**src/rtl/tdc_phase_decoder_if.sv**
```systemverilog
// Handshake/data bundle between the ADPLL loop side and tdc_phase_decoder.
// master drives measurement requests and TDC results; slave is the decoder.
interface tdc_phase_decoder_if;
  logic       start_meas;
  logic       select_in;
  logic       fine_done_pre;
  logic       early;
  logic [4:0] counter_rise;
  logic [4:0] counter_fall;
  logic [7:0] trip_b;
  logic       enable_PFD_TDC;
  logic       select_PFD_input;
  logic [9:0] phase_err;
  logic       phase_err_valid;
  logic       busy;
  logic       timeout;
  logic       bubble_err;

  modport master (
    output start_meas, select_in, fine_done_pre, early,
           counter_rise, counter_fall, trip_b,
    input  enable_PFD_TDC, select_PFD_input, phase_err,
           phase_err_valid, busy, timeout, bubble_err
  );

  modport slave (
    input  start_meas, select_in, fine_done_pre, early,
           counter_rise, counter_fall, trip_b,
    output enable_PFD_TDC, select_PFD_input, phase_err,
           phase_err_valid, busy, timeout, bubble_err
  );
endinterface

```
**src/rtl/tdc_phase_decoder.sv**
```systemverilog
// PFD/TDC reader: arms one measurement per request and decodes coarse+fine into a signed phase error.
// Define TDC_DECODE_AVG_EN to output a 4-sample moving average instead of the raw decode.
module tdc_phase_decoder #(
  parameter int unsigned TIMEOUT_CYC = 15,
  parameter int unsigned SYNC_STAGES = 2
) (
  input  logic               ref_clk,
  input  logic               reset,
  tdc_phase_decoder_if.slave bus
);

  typedef enum logic [2:0] {
    ST_IDLE,
    ST_ARM,
    ST_WAIT,
    ST_CAPTURE,
    ST_DECODE,
    ST_COOL
  } state_t;

  localparam logic [7:0] TIMEOUT_LIM = 8'(TIMEOUT_CYC);

  state_t                 state;
  logic [7:0]             wait_cnt;
  logic [SYNC_STAGES-1:0] sync_q;
  logic                   done_prev;
  logic                   done_rise;

  logic                   cap_early;
  logic [4:0]             cap_rise;
  logic [4:0]             cap_fall;
  logic [7:0]             cap_trip;

  logic [3:0]             fine;
  logic [5:0]             coarse;
  logic [8:0]             mag;
  logic [9:0]             raw_err;
  logic [7:0]             trip_low;
  logic                   trip_legal;

`ifdef TDC_DECODE_AVG_EN
  logic [2:0][9:0]        hist;
  logic [1:0]             n_samp;
  logic [11:0]            avg_sum;
`endif

  // The edge detector runs in every state so a rise outside WAIT is consumed, not deferred.
  always_ff @(posedge ref_clk) begin
    if (reset) begin
      sync_q    <= '0;
      done_prev <= 1'b0;
    end else begin
      sync_q    <= {sync_q[SYNC_STAGES-2:0], bus.fine_done_pre};
      done_prev <= sync_q[SYNC_STAGES-1];
    end
  end

  always_comb begin
    done_rise = sync_q[SYNC_STAGES-1] & ~done_prev;
    fine      = '0;
    for (int unsigned i = 0; i < 8; i++) begin
      fine = fine + {3'b000, ~cap_trip[i]};
    end
    coarse     = {1'b0, cap_rise} + {1'b0, cap_fall};
    mag        = {coarse, 3'b000} + {5'b00000, fine};
    raw_err    = cap_early ? {1'b0, mag} : (~{1'b0, mag} + 10'd1);
    // Legal code: zeros contiguous from bit 0, so the inverted code is a low-aligned run of ones.
    trip_low   = ~cap_trip;
    trip_legal = ((trip_low & (trip_low + 8'd1)) == 8'd0);
  end

`ifdef TDC_DECODE_AVG_EN
  always_comb begin
    avg_sum = {{2{raw_err[9]}}, raw_err}
            + {{2{hist[0][9]}}, hist[0]}
            + {{2{hist[1][9]}}, hist[1]}
            + {{2{hist[2][9]}}, hist[2]};
  end
`endif

  always_ff @(posedge ref_clk) begin
    if (reset) begin
      state                <= ST_IDLE;
      wait_cnt             <= '0;
      cap_early            <= 1'b0;
      cap_rise             <= '0;
      cap_fall             <= '0;
      cap_trip             <= '1;
      bus.enable_PFD_TDC   <= 1'b0;
      bus.select_PFD_input <= 1'b0;
      bus.phase_err        <= '0;
      bus.phase_err_valid  <= 1'b0;
      bus.busy             <= 1'b0;
      bus.timeout          <= 1'b0;
      bus.bubble_err       <= 1'b0;
`ifdef TDC_DECODE_AVG_EN
      hist                 <= '0;
      n_samp               <= '0;
`endif
    end else begin
      bus.phase_err_valid <= 1'b0;
      bus.timeout         <= 1'b0;
      case (state)
        ST_IDLE: begin
          if (bus.start_meas) begin
            bus.select_PFD_input <= bus.select_in;
            bus.busy             <= 1'b1;
            state                <= ST_ARM;
          end
        end
        ST_ARM: begin
          bus.enable_PFD_TDC <= 1'b1;
          wait_cnt           <= '0;
          state              <= ST_WAIT;
        end
        ST_WAIT: begin
          if (done_rise) begin
            state <= ST_CAPTURE;
          end else if (wait_cnt == TIMEOUT_LIM) begin
            bus.timeout        <= 1'b1;
            bus.enable_PFD_TDC <= 1'b0;
            state              <= ST_COOL;
          end else begin
            wait_cnt <= wait_cnt + 8'd1;
          end
        end
        ST_CAPTURE: begin
          cap_early <= bus.early;
          cap_rise  <= bus.counter_rise;
          cap_fall  <= bus.counter_fall;
          cap_trip  <= bus.trip_b;
          state     <= ST_DECODE;
        end
        ST_DECODE: begin
          bus.enable_PFD_TDC <= 1'b0;
          if (!trip_legal) begin
            bus.bubble_err <= 1'b1;
          end
`ifdef TDC_DECODE_AVG_EN
          hist <= {hist[1:0], raw_err};
          if (n_samp == 2'd3) begin
            bus.phase_err       <= avg_sum[11:2];
            bus.phase_err_valid <= 1'b1;
          end else begin
            n_samp <= n_samp + 2'd1;
          end
`else
          bus.phase_err       <= raw_err;
          bus.phase_err_valid <= 1'b1;
`endif
          state <= ST_COOL;
        end
        ST_COOL: begin
          bus.busy <= 1'b0;
          state    <= ST_IDLE;
        end
        default: begin
          state <= ST_IDLE;
        end
      endcase
    end
  end

endmodule

```
**src/flat_wrapper.sv**
```systemverilog
// flat-port wrapper written by rule: the top's interface ports become plain ports
module tdc_phase_decoder_flat 
#(
  parameter int unsigned TIMEOUT_CYC = 15,
  parameter int unsigned SYNC_STAGES = 2
)
  (ref_clk, reset, bus_start_meas, bus_select_in, bus_fine_done_pre, bus_early, bus_counter_rise, bus_counter_fall, bus_trip_b, bus_enable_PFD_TDC, bus_select_PFD_input, bus_phase_err, bus_phase_err_valid, bus_busy, bus_timeout, bus_bubble_err);
  tdc_phase_decoder_if bus_i ();
  input  logic ref_clk;
  input  logic reset;
  input wire logic [$bits(bus_i.start_meas)-1:0] bus_start_meas;
  input wire logic [$bits(bus_i.select_in)-1:0] bus_select_in;
  input wire logic [$bits(bus_i.fine_done_pre)-1:0] bus_fine_done_pre;
  input wire logic [$bits(bus_i.early)-1:0] bus_early;
  input wire logic [$bits(bus_i.counter_rise)-1:0] bus_counter_rise;
  input wire logic [$bits(bus_i.counter_fall)-1:0] bus_counter_fall;
  input wire logic [$bits(bus_i.trip_b)-1:0] bus_trip_b;
  output wire logic [$bits(bus_i.enable_PFD_TDC)-1:0] bus_enable_PFD_TDC;
  output wire logic [$bits(bus_i.select_PFD_input)-1:0] bus_select_PFD_input;
  output wire logic [$bits(bus_i.phase_err)-1:0] bus_phase_err;
  output wire logic [$bits(bus_i.phase_err_valid)-1:0] bus_phase_err_valid;
  output wire logic [$bits(bus_i.busy)-1:0] bus_busy;
  output wire logic [$bits(bus_i.timeout)-1:0] bus_timeout;
  output wire logic [$bits(bus_i.bubble_err)-1:0] bus_bubble_err;
  assign bus_i.start_meas = bus_start_meas;
  assign bus_i.select_in = bus_select_in;
  assign bus_i.fine_done_pre = bus_fine_done_pre;
  assign bus_i.early = bus_early;
  assign bus_i.counter_rise = bus_counter_rise;
  assign bus_i.counter_fall = bus_counter_fall;
  assign bus_i.trip_b = bus_trip_b;
  assign bus_enable_PFD_TDC = bus_i.enable_PFD_TDC;
  assign bus_select_PFD_input = bus_i.select_PFD_input;
  assign bus_phase_err = bus_i.phase_err;
  assign bus_phase_err_valid = bus_i.phase_err_valid;
  assign bus_busy = bus_i.busy;
  assign bus_timeout = bus_i.timeout;
  assign bus_bubble_err = bus_i.bubble_err;
  tdc_phase_decoder #(.TIMEOUT_CYC(TIMEOUT_CYC), .SYNC_STAGES(SYNC_STAGES)) u_core (.ref_clk(ref_clk), .reset(reset), .bus(bus_i));
endmodule
```
**config.mk**
```make
export PLATFORM = sky130hd
export DESIGN_NAME = tdc_phase_decoder_flat
export DESIGN_NICKNAME = d
export VERILOG_FILES = /design/src/rtl/tdc_phase_decoder_if.sv /design/src/rtl/tdc_phase_decoder.sv /design/src/flat_wrapper.sv
export SDC_FILE = /design/constraint.sdc
export NUM_CORES = 1
export LEC_CHECK = 0
export CAP_MARGIN = 20
export CELL_PAD_IN_SITES_DETAIL_PLACEMENT = 2
export CELL_PAD_IN_SITES_GLOBAL_PLACEMENT = 2
export CORE_AREA = 2 2 109 84
export CTS_CLUSTER_DIAMETER = 100
export DETAILED_ROUTE_END_ITERATION = 12
export DIE_AREA = 0 0 111 86
export GPL_TIMING_DRIVEN = 0
export PLACE_DENSITY = 0.85
export SLEW_MARGIN = 40
export SYNTH_ARGS = -nofsm -noshare
export SYNTH_HDL_FRONTEND = slang
export SYNTH_SLANG_ARGS = --single-unit
```
**constraint.sdc**
```tcl
create_clock -name ref_clk -period 5.59 [get_ports ref_clk]
set_input_delay 1.118 -clock ref_clk [delete_from_list [all_inputs] [get_ports ref_clk]]
set_output_delay 1.118 -clock ref_clk [all_outputs]
set_load 0.005 [all_outputs]
```
==> reports/results.tsv, run 1 <==
metric	value	unit
CP Data Required Time	5770	ps
die area	9550	um^2
synthesized flop and latch total	49	
final net count	405	
fin crit period	4420	ps
CTS Root Cell	clkbuf_16	
Placed Area	3170	um^2
Area Overhead vs Synth	25.3	%
status	finished, final reports clean	
Min-Delay Path Class	flip-flop to flip-flop	
fmax	226	MHz
CP endpoint kind	flip-flop	
postcts setup bufs	0	
Seq/Total Area, Yosys	0.369	
IO Pins	40	
global route overflow	0	
Fin Setup TNS	0	ps
GRT Total Usage	0.172	
Post-synth top flop	dfxtp_1	
post-route ant nets	0	
clk_skew	8.96	ps
clock sinks	49	
Post-Synth Adder-Cell Area	0.0988	
asr flop ratio synth	0	
RSZ-0062 raised after global routing	false	
final wirelength	7.88	mm
htree depth	2	
syn_nets	360	
Arrival @ worst endpoint	4610	ps
layout cells sized above 1	0.0549	
Mapped Area	2660	um^2
crit start category	flip-flop	
GP Congestion	0.844	
DR WL/cell	16.7	um
vias	2393	
cell chain of the critical path	inv_1 -> ha_1 -> fa_1 -> fa_1 -> fa_1 -> a21oi_1 -> nor2b_1 -> ha_1 -> ha_1 -> nor4b_1 -> nand3_1 -> nor3_1 -> a311oi_1 -> mux2i_1 -> nand2_1	
CP max stage cell	nor4b_1	
Netlist cell types	56	
Inst Count DP	464	
most common cell after layout, fill and taps aside	dfxtp_1	
most frequent cells in the layout	dfxtp_1 (49), nand2_1 (43), nor2_1 (38), clkdlybuf4s50_1 (38), a21oi_1 (30)	
Max-Cap Viols	0	
Gate Count Post-Synth	318	
Vias/cell	5.07	
Synth Area in XOR/XNOR	0.0640	
first-pass GRT wire length	13.0	mm
initial core utilization	0.317	
CTS Buf Count	5	
Final HPWL DP	6.16	mm
Synth Area in Compound Gates	0.168	
Final Cycle Share	0.792	
mux cell area share after synthesis	0.0193	
Placeable Area	8380	um^2
final non-filler cell total	472	
Clk Latency, worst-skew pair	290	ps
Die W	111	um
Max VDD drop	127	uV
die height	86	um
number of enable flip-flop cells after synthesis	0	
Final Total Pwr	877	uW
PortBufs	38	
Rel. slew slack	0.512	
Synth top area share	0.369	
Post-CTS Resized	0	
detailed-router iteration count before antenna repair	4	
Core Rows	29	
initial antenna violation count	0	
Post-Synth Simple-Gate Area	0.229	
final number of max-transition violations	0	
Worst Tran Pin Value	722	ps
Crit path largest cell delay	670	ps
Leakage Power	1.30	nW
CTS Buffer Depth	2	
Mean Syn Cell Area	8.36	um^2
Setup CP Type	flip-flop to flip-flop	
TritonCTS clock tree	built	
clk slew on worst S/H paths	70	ps
cell family with most CP delay	adder cells	
Crit path buffers/inverters	1	
P per Cell Area	263	nW/um^2
Setup violations, final	0	
main combinational cell family by area after synthesis	simple AND/OR/NAND/NOR gates	
Yosys warnings	0	
# hold bufs at CTS	0	
final non-filler cell area	3330	um^2
top post-synthesis cells by area	dfxtp_1 (37%), ha_1 (6.1%), nand2_1 (6.1%)	
vias in the first global route	2620	
DRC violations left	0	
post-synth top area cell	dfxtp_1	
antenna fix cells	0	
crit path max fanout	3	
Starting DRT DRC Count	46	
final hold viol count	0	
largest net degree at the start of global routing	17	
path summary, 6_finish.rpt:
check / cells past startpoint / from / to / slack (ps)
min: 1 / u_core.sync_q[0] / u_core.sync_q[1] / 450
min reg2reg: 1 / u_core.sync_q[0] / u_core.sync_q[1] / 450
max reg2reg: 15 / u_core.cap_trip[0] / u_core.bus.phase_err[8] / 1170
max: 15 / u_core.cap_trip[0] / u_core.bus.phase_err[8] / 1170
flip-flops by register name, indices dropped and copies added, names as in the netlist, 2 cells and up:
signal                count
u_core.bus.phase_err     10
u_core.cap_trip           8
u_core.wait_cnt           8
u_core.cap_fall           5
u_core.cap_rise           5
u_core.state              3
u_core.sync_q             2
cells in the mapped netlist, types with 4 or more instances:
cell and count:
a211o_1 8, a211oi_1 6, a21oi_1 30, and3_1 4
clkbuf_1 11, dfxtp_1 49, fa_1 5, ha_1 13
inv_1 20, mux2i_1 4, nand2_1 43, nand2b_1 4
nand3_1 5, nor2_1 38, nor2b_1 8, nor3_1 4
o21ai_0 5, xnor2_1 9, xor2_1 6
worst register-to-register path: stages (launching register included):
cell and delay, ps:
dfxtp_1 360, inv_1 70, ha_1 310, fa_1 540, fa_1 450, fa_1 440, a21oi_1 140, nor2b_1 60
ha_1 240, ha_1 330, nor4b_1 670, nand3_1 160, nor3_1 170, a311oi_1 100, mux2i_1 210, nand2_1 80
metal layers:
layer,part of all wire,up-vias,track usage
li1,-,1172,-
met1,0.48,1161,0.218
met2,0.48,53,0.305
met3,0.038,7,0.0304
met4,0.0077,0,0.0443
met5,0,-,0
logic make-up after synthesis:
family                   count (synthesis)
AO/OA/AOI/OAI                           67
AND/OR/NAND/NOR                        127
adder cells (fa/ha/maj)                 18
multiplexers                             5
flip-flops                              49
XOR/XNOR                                17
buffers and inverters                   35
power breakdown:
group	leakage [nW]	total (mW)	switching, mW	internal, mW
clock network	0.0775	0.322	0.141	0.181
registers	0.397	0.374	0.0112	0.363
logic	0.828	0.180	0.0956	0.0843
total	1.30	0.877	0.248	0.628
through the flow:
step	util	setup slack, ps	hold slack, ps
after floorplan	-	1700	414
after global placement	0.379	1350	431
after detailed placement	0.379	1210	439
after CTS	0.397	1120	456
after global routing	0.397	924	483
final	0.397	1170	448
cell type report:
class	count	area (um^2)
clock inverter	2	17.5
clock buffer	6	139
inverter	22	82.6
buffer	13	56.3
fill	944	5050
multi-input combinational	234	1540
timing repair buffer	38	380
tap	108	135
sequential	49	981
Note: power is estimated with default switching activity, not from simulation.
==> inputs of run 2 (changes only) <==
Clock period 5.59 ns to 4.6 ns, I/O delays scaled along.
==> reports/results.tsv, run 2 (same netlist as run 1, synthesis figures left out) <==
metric	value	unit	change
die height	86	um	unchanged
Die W	111	um	unchanged
area of the multi-input gates	1550	um^2	was 1540 um^2
Biggest register	u_core.bus.phase_err		unchanged
antenna fix cells	0		unchanged
postcts setup bufs	0		unchanged
IO Pins	40		unchanged
worst setup margin	290	ps	was 1170 ps
final-layout fill cell count	941		was 944
Post-CTS Resized	0		unchanged
layout cells sized above 1	0.0577		was 0.0549
crit start category	flip-flop		unchanged
crit path max fanout	3		unchanged
detailed-router iteration count before antenna repair	4		unchanged
initial antenna violation count	0		unchanged
Final HPWL DP	6.16	mm	unchanged
DRC violations left	0		unchanged
initial core utilization	0.317		unchanged
Leakage Power	1.31	nW	was 1.30 nW
DR WL/cell	16.7	um	about the same
Min-Delay Path Class	flip-flop to flip-flop		unchanged
post-route ant nets	0		unchanged
largest net degree at the start of global routing	17		unchanged
TritonCTS clock tree	built		unchanged
P per Cell Area	320	nW/um^2	was 263 nW/um^2
PortBufs	38		unchanged
Arrival @ worst endpoint	4530	ps	was 4610 ps
Max-Cap Viols	0		unchanged
Regs by FF count	u_core.bus.phase_err x10, u_core.cap_trip x8, u_core.wait_cnt x8		unchanged
vias	2396		was 2393
Crit path largest cell delay	600	ps	was 670 ps
# hold bufs at CTS	0		unchanged
htree depth	2		unchanged
final net count	405		unchanged
CTS Buffer Depth	2		unchanged
final number of max-transition violations	0		unchanged
Starting DRT DRC Count	59		was 46
CP max stage cell	or4_1		was nor4b_1
fin crit period	4310	ps	was 4420 ps
first-pass GRT wire length	13.0	mm	unchanged
CP Data Required Time	4820	ps	was 5770 ps
Max VDD drop	155	uV	was 127 uV
Placeable Area	8380	um^2	unchanged
RSZ-0062 raised after global routing	false		unchanged
Vias/cell	5.08		was 5.07
status	finished, final reports clean		unchanged
Worst Tran Pin Value	665	ps	was 722 ps
clk slew on worst S/H paths	70	ps	about the same
Inst Count DP	464		unchanged
die area	9550	um^2	unchanged
max reg flops	10		unchanged
clk_skew	8.98	ps	was 8.96 ps
GP Congestion	0.844		unchanged
final wirelength	7.87	mm	was 7.88 mm
pre-CTS worst setup slack	218	ps	was 1210 ps
CTS Root Cell	clkbuf_16		unchanged
Core Rows	29		unchanged
most common cell after layout, fill and taps aside	dfxtp_1		unchanged
clock sinks	49		unchanged
Clk Latency, worst-skew pair	290	ps	about the same
Setup CP Type	flip-flop to flip-flop		unchanged
Area Overhead vs Synth	25.5	%	was 25.3%
cell family with most CP delay	adder cells		unchanged
Final Cycle Share	0.937		was 0.792
final non-filler cell total	472		unchanged
CP endpoint kind	flip-flop		unchanged
Seq. cell area	981	um^2	unchanged
Rel. slew slack	0.557		was 0.512
vias in the first global route	2620		unchanged
global route overflow	0		unchanged
CTS Buf Count	5		unchanged
cell chain of the critical path	inv_1 -> ha_1 -> fa_1 -> fa_1 -> fa_1 -> a21oi_1 -> nor2b_1 -> ha_1 -> ha_1 -> or4_1 -> nor2_1 -> a21oi_1 -> xnor2_1 -> nand2_1 -> a21oi_1		was inv_1 -> ha_1 -> fa_1 -> fa_1 -> fa_1 -> a21oi_1 -> nor2b_1 -> ha_1 -> ha_1 -> nor4b_1 -> nand3_1 -> nor3_1 -> a311oi_1 -> mux2i_1 -> nand2_1
most frequent cells in the layout	dfxtp_1 (49), nand2_1 (43), nor2_1 (38), clkdlybuf4s50_1 (38), a21oi_1 (30)		unchanged
final hold viol count	0		unchanged
fmax	232	MHz	was 226 MHz
GRT Total Usage	0.172		unchanged
Crit path buffers/inverters	1		unchanged
Setup violations, final	0		unchanged
Fin Setup TNS	0	ps	unchanged
[run 2: worst paths after layout]
kind,end,depth (start not counted),start,slack [ps]
setup reg to reg,u_core.bus.phase_err[7],15,u_core.cap_trip[0],290
hold reg to reg,u_core.sync_q[1],1,u_core.sync_q[0],450
setup / recovery,u_core.bus.phase_err[7],15,u_core.cap_trip[0],290
hold / removal,u_core.sync_q[1],1,u_core.sync_q[0],450
[run 2: metal layers]
metal / vias to the layer above / track usage / wire (um)
li1: 1172 / - / -
met1: 1168 / 0.218 / 3760
met2: 49 / 0.305 / 3770
met3: 7 / 0.0304 / 275
met4: 0 / 0.0443 / 61
met5: - / 0 / 0
[run 2: per-stage QoR]
stage               hold WS (ps)   util  area (um^2)  total power [mW]
floorplan                    414      -         2660             0.602
finish                       448  0.398         3340              1.07
global route                 483  0.398         3340              1.13
detailed placement           439  0.379         3170             0.684
global placement             431  0.379         3170             0.670
CTS                          456  0.397         3330              1.08
[run 2: final cells by class]
cell class,instances,share of cell area
clock inverters,2,0.00525
clock buffers,6,0.0416
inverters,22,0.0247
repair buffers,38,0.114
multi-input cells,234,0.463
plain buffers,13,0.0169
well taps,108,0.0405
flip-flops and latches,49,0.294
[run 2: power by group]
group / switching, mW / total, mW / internal [mW]
clock: 0.172 / 0.392 / 0.220
combinational: 0.117 / 0.221 / 0.104
sequential: 0.0136 / 0.455 / 0.441
total: 0.303 / 1.07 / 0.765
